<file path="src/rtl/sequence_detect_logger.sv">
// Logs the stream index of each 1011 detection into a FWFT FIFO.
// Build option: SEQ_LOG_OVERWRITE_EN makes a full FIFO drop its oldest entry.
module sequence_detect_logger #(
  parameter int DEPTH = 8,
  parameter int POS_W = 16,
  parameter int CNT_W = 8
) (
  input  logic                       clock,
  input  logic                       reset,
  input  logic                       bit_valid,
  input  logic                       detector_in,
  input  logic                       clear,
  output logic                       evt_valid,
  input  logic                       evt_ready,
  output logic [POS_W-1:0]           evt_pos,
  output logic [CNT_W-1:0]           evt_count,
  output logic [$clog2(DEPTH):0]     fifo_level,
  output logic                       overflow
);

  localparam int AW = $clog2(DEPTH);
  localparam int LW = AW + 1;

  logic [POS_W-1:0] mem_q [DEPTH];

  logic [POS_W-1:0] pos_q, pos_d;
  logic [POS_W-1:0] head_q, head_d;
  logic [CNT_W-1:0] cnt_q, cnt_d;
  logic [LW-1:0]    level_q, level_d;
  logic [AW-1:0]    rd_q, rd_d;
  logic [AW-1:0]    wr_q, wr_d;
  logic             ovf_q, ovf_d;

  logic det, pop, full;
  logic wr_en, rd_adv;

  // Push/pop decisions, pointer/level/counter updates and head prefetch
  always_comb begin
    det    = bit_valid & detector_in;
    pop    = (level_q != '0) & evt_ready;
    full   = (level_q == LW'(DEPTH));
`ifdef SEQ_LOG_OVERWRITE_EN
    wr_en  = det;
    rd_adv = pop | (det & full);
`else
    wr_en  = det & (~full | pop);
    rd_adv = pop;
`endif
    pos_d   = bit_valid ? pos_q + POS_W'(1) : pos_q;
    rd_d    = rd_adv ? rd_q + AW'(1) : rd_q;
    wr_d    = wr_en ? wr_q + AW'(1) : wr_q;
    level_d = level_q;
    if (wr_en && !rd_adv) begin
      level_d = level_q + LW'(1);
    end else if (rd_adv && !wr_en) begin
      level_d = level_q - LW'(1);
    end
    cnt_d = cnt_q;
    if (det && (cnt_q != '1)) begin
      cnt_d = cnt_q + CNT_W'(1);
    end
    ovf_d = ovf_q | (det & full & ~pop);
    // Register the next head so evt_pos comes straight from a flop;
    // an entry written into the slot that becomes head bypasses memory.
    head_d = head_q;
    if (level_d != '0) begin
      if (wr_en && (wr_q == rd_d)) begin
        head_d = pos_q;
      end else begin
        head_d = mem_q[rd_d];
      end
    end
    if (clear) begin
      wr_en   = 1'b0;
      rd_adv  = 1'b0;
      pos_d   = '0;
      rd_d    = '0;
      wr_d    = '0;
      level_d = '0;
      cnt_d   = '0;
      ovf_d   = 1'b0;
      head_d  = '0;
    end
  end

  // Control state registers
  always_ff @(posedge clock) begin
    if (reset) begin
      pos_q   <= '0;
      head_q  <= '0;
      cnt_q   <= '0;
      level_q <= '0;
      rd_q    <= '0;
      wr_q    <= '0;
      ovf_q   <= 1'b0;
    end else begin
      pos_q   <= pos_d;
      head_q  <= head_d;
      cnt_q   <= cnt_d;
      level_q <= level_d;
      rd_q    <= rd_d;
      wr_q    <= wr_d;
      ovf_q   <= ovf_d;
    end
  end

  // FIFO storage; contents are qualified by the pointers, so no reset
  always_ff @(posedge clock) begin
    if (!reset && wr_en) begin
      mem_q[wr_q] <= pos_q;
    end
  end

  assign evt_valid  = (level_q != '0);
  assign evt_pos    = head_q;
  assign evt_count  = cnt_q;
  assign fifo_level = level_q;
  assign overflow   = ovf_q;

endmodule

</file>
<file path="config.mk">
export PLATFORM = sky130hd
export DESIGN_NAME = sequence_detect_logger
export DESIGN_NICKNAME = d
export VERILOG_FILES = /design/src/rtl/sequence_detect_logger.sv
export SDC_FILE = /design/constraint.sdc
export NUM_CORES = 1
export LEC_CHECK = 0
export ABC_CLOCK_PERIOD_IN_PS = 3310
export BUFFER_PORTS_ARGS = -buffer_cell sky130_fd_sc_hd__buf_2
export CAP_MARGIN = 10
export CORE_MARGIN = 1
export CORE_UTILIZATION = 55
export DETAILED_ROUTE_END_ITERATION = 16
export PLACE_DENSITY = 0.75
export SLEW_MARGIN = 20
export SYNTH_ARGS = -nofsm -noshare
export SYNTH_HDL_FRONTEND = slang
export SYNTH_SLANG_ARGS = --single-unit
</file>
<file path="constraint.sdc">
create_clock -name clock -period 3.31 [get_ports clock]
set_input_delay 0.331 -clock clock [delete_from_list [all_inputs] [get_ports clock]]
set_output_delay 0.331 -clock clock [all_outputs]
set_load 0.1 [all_outputs]
</file>
==> summary.txt <==
Status
  • Outcome: finished clean

Power
  • Highest ir drop seen on vdd: 0.000514 V
  • Internal power: 3500 µW
  • Clock power share: 38.7%
  • PwrDens: 551 mW/mm²
  • Switching power: 1190 µW
  • Pleak: 0.00282 µW
  • Total power: 4680 µW
  • Gate power share: 9.5%
  • Switching Share: 25.4%
  • Seq pwr share: 51.8%

Placed design
  • GP Congestion: 0.840
  • Worst slack at placement: 0.218 ns
  • Count of input and output buffers: 35
  • Dpl cells: 765
  • HPWL Detailed: 10200 µm

Setup path
  • Critical path peak fanout: 16
  • CP max-delay cell: or4_1
  • CP cell instances: inv_1, ha_1, nor3b_4, inv_2, a311oi_4, xnor2_1, or4_1, nand4_1, a31oi_1
  • Critical path data required time: 3.58 ns
  • Crit start category: flip-flop
  • CP Class: flip-flop to flip-flop
  • Crit path DAT: 3.40 ns
  • Worst path max stage delay: 0.92 ns
  • CP Capture Type: flip-flop

Hold path
  • Hold Path Class: primary input to flip-flop

STA
  • Slew HR: 49.5%
  • Achievable clock frequency: 0.319 GHz
  • Final Hold Fails: 0
  • RSZ-0062 raised after global routing: false
  • Slew Limit Fails: 0
  • Worst-margin pin slew: 0.758 ns
  • Post-route clock skew: 0.00903 ns
  • Final hold slack: 0.305 ns
  • Setup Viol. Count Final: 0
  • Worst setup margin: 0.179 ns
  • Final worst path period share: 94.6%
  • Minimum clock period: 3.13 ns

Route
  • Post-route DRC: 0
  • Met1 WL: 6720 µm
  • DR vias/cell: 6.11
  • Initial DRC count: 468
  • Final WL: 16800 µm
  • DR WL met3: 1290 µm
  • Routed met2 length: 8470 µm
  • Highest metal used: met4
  • Remaining antenna violation count: 0
  • Via count: 4871
  • DR pass1 iterations: 5
  • Wire per inst: 21.1 µm

Floorplan
  • Die ar.: 0.0140 mm²
  • DIE WIDTH: 118 µm
  • Core ar.: 0.0132 mm²
  • Ports: 36
  • Die Span Y: 118 µm
  • Initial Utilization: 56.2%
  • Row count: 42

Logic synthesis
  • Register bit total from synthesis: 179
  • Post-Syn Area: 0.00744 mm²
  • Post-synth ARST share: 0%
  • Synth Area per Inst: 13.2 µm²
  • Post-synth EDFFs: 128
  • Compound-Gate Fraction of Synth Area: 7.01%
  • Largest family of logic cells by synthesized area: simple AND/OR/NAND/NOR gates
  • Register area share after synthesis: 65.4%
  • Yosys synthesis warning count: 0
  • Synth Area in Adders: 1.01%
  • Count of cell types in the netlist: 44
  • Simple-gate share of the synthesized area: 12.2%
  • Mux share of post-synthesis cell area: 9.15%
  • Synth Instances: 562
  • Syn Nets: 574
  • XOR/XNOR Fraction of Synth Area: 3.18%
  • Prevailing post-synth register cell: edfxtp_1

CTS
  • # clock sinks: 179
  • Num CTS Buffers: 17
  • CTS HTree Levels: 4
  • Setup bufs post-CTS: 0
  • Cts hold-fix bufs: 0
  • # resized after CTS: 0
  • Root Driver: clkbuf_16
  • Worst-Skew Late Latency: 0.44 ns
  • CTS max path bufs: 2
  • CTS tree: done
  • Worst-path clk slew: 0.06 ns

Global route
  • Overall routing resource usage: 25.5%
  • Initial antenna violation count: 0
  • First-pass GRT wire length: 26100 µm
  • Largest net degree at the start of global routing: 66
  • Vias in the first global route: 4835
  • Grt ovf: 0

Finish
  • Area growth, synth to finish: 14.2%
  • Nets: 620
  • N_diodes: 0
  • Non-Filler Instances: 797
  • Filler instances: 997
  • Share of cells above drive strength 1: 17.1%

Run
  • Max_cap viols: 0
path summary, 6_finish.rpt:
| kind | start | end | slack [ns] | cells past startpoint |
|---|---|---|---|---|
| min reg2reg | overflow | overflow | 0.48 | 2 |
| max | fifo_level[0] | evt_pos[5] | 0.18 | 9 |
| max reg2reg | fifo_level[0] | evt_pos[5] | 0.18 | 9 |
| min | detector_in | overflow | 0.30 | 4 |
worst max-delay path, delay by kind of cell (launching register included):
kind	cells	cell delay, ns
adder cells (fa/ha/maj)	1	0.32
AND/OR/NAND/NOR	3	1.48
flip-flops	1	0.36
buffers and inverters	2	0.21
AO/OA/AOI/OAI	2	0.42
XOR/XNOR	1	0.18
layout make-up:
class | instances | area (µm²) | area share, %
Sequential cell | 179 | 4870 | 57.3
Inverter | 4 | 15.0 | 0.177
Multi-Input combinational cell | 344 | 2470 | 29.1
Clock inverter | 11 | 81.3 | 0.957
Timing Repair Buffer | 62 | 390 | 4.59
Clock buffer | 21 | 450 | 5.30
Tap cell | 176 | 220 | 2.59
per-stage QoR:
step | utilization [%] | TNS (ns) | cell area [µm²]
2_1_floorplan | - | -1.09 | 7450
3_3_place_gp | 60.2 | 0 | 7970
3_5_place_dp | 60.2 | 0 | 7970
4_1_cts | 64.2 | 0 | 8500
5_1_grt | 64.2 | 0 | 8500
6_report | 64.2 | 0 | 8500
sequential cells by signal, indices dropped and copies added (netlist names):
signal / cells
overflow: 1
rd_q: 3
evt_pos: 16
mem_q: 128
wr_q: 3
evt_count: 8
pos_q: 16
fifo_level: 4
layer usage:
metal | vias up | global-route usage, %
li1 | 2242 | -
met1 | 2397 | 31.8
met2 | 200 | 42.2
met3 | 32 | 6.90
met4 | 0 | 9.86
met5 | - | 0
synth_stat cells (all sizes together), types with 4 or more instances:
library cell    n  area (µm²)
a21oi           5        25.0
a22oi          17         128
a31oi          16         100
and2            5        31.3
and3            5        31.3
buf            13        60.1
clkbuf         22        82.6
dfxtp          51        1020
edfxtp        128        3840
ha              6        75.1
inv             4        15.0
mux2i          68         681
nand2          29         109
nand2b          7        43.8
nand3          41         205
nand4          22         138
nor2           41         154
nor3            7        35.0
o21ai           4        20.0
o41ai          16         140
xnor2          12         105
xor2           15         131
cell usage in the layout (no fill, tap or decap), drive strengths merged, types with 4 or more instances in the layout:
cell type / n
edfxtp: 128
mux2i: 68
buf: 62
dfxtp: 51
nor2: 41
nand3: 41
nand2: 29
nand4: 22
clkbuf: 21
a22oi: 17
o41ai: 16
a31oi: 16
xor2: 15
xnor2: 12
nand2b: 7
nor3: 7
ha: 6
inv: 6
clkinv: 6
and2: 5
and3: 5
a21oi: 5
o21ai: 4
power groups by stage:
stage | logic (µW) | registers, µW | clock network (µW)
4_1_cts | 443 | 2420 | 1840
6_report | 445 | 2420 | 1810
5_1_grt | 466 | 2430 | 1920
2_1_floorplan | 213 | 2600 | 0
3_3_place_gp | 434 | 2470 | 0
3_5_place_dp | 442 | 2470 | 0
cell families (layout without fill, tap and decap cells):
family | after synthesis | after routing
compound gates | 69 | 69
xor+xnor | 27 | 27
fa+ha+maj | 6 | 6
buf+inv | 39 | 98
flops | 179 | 179
mux | 68 | 68
simple gates | 174 | 174
Note: power is estimated with default switching activity, not from simulation.
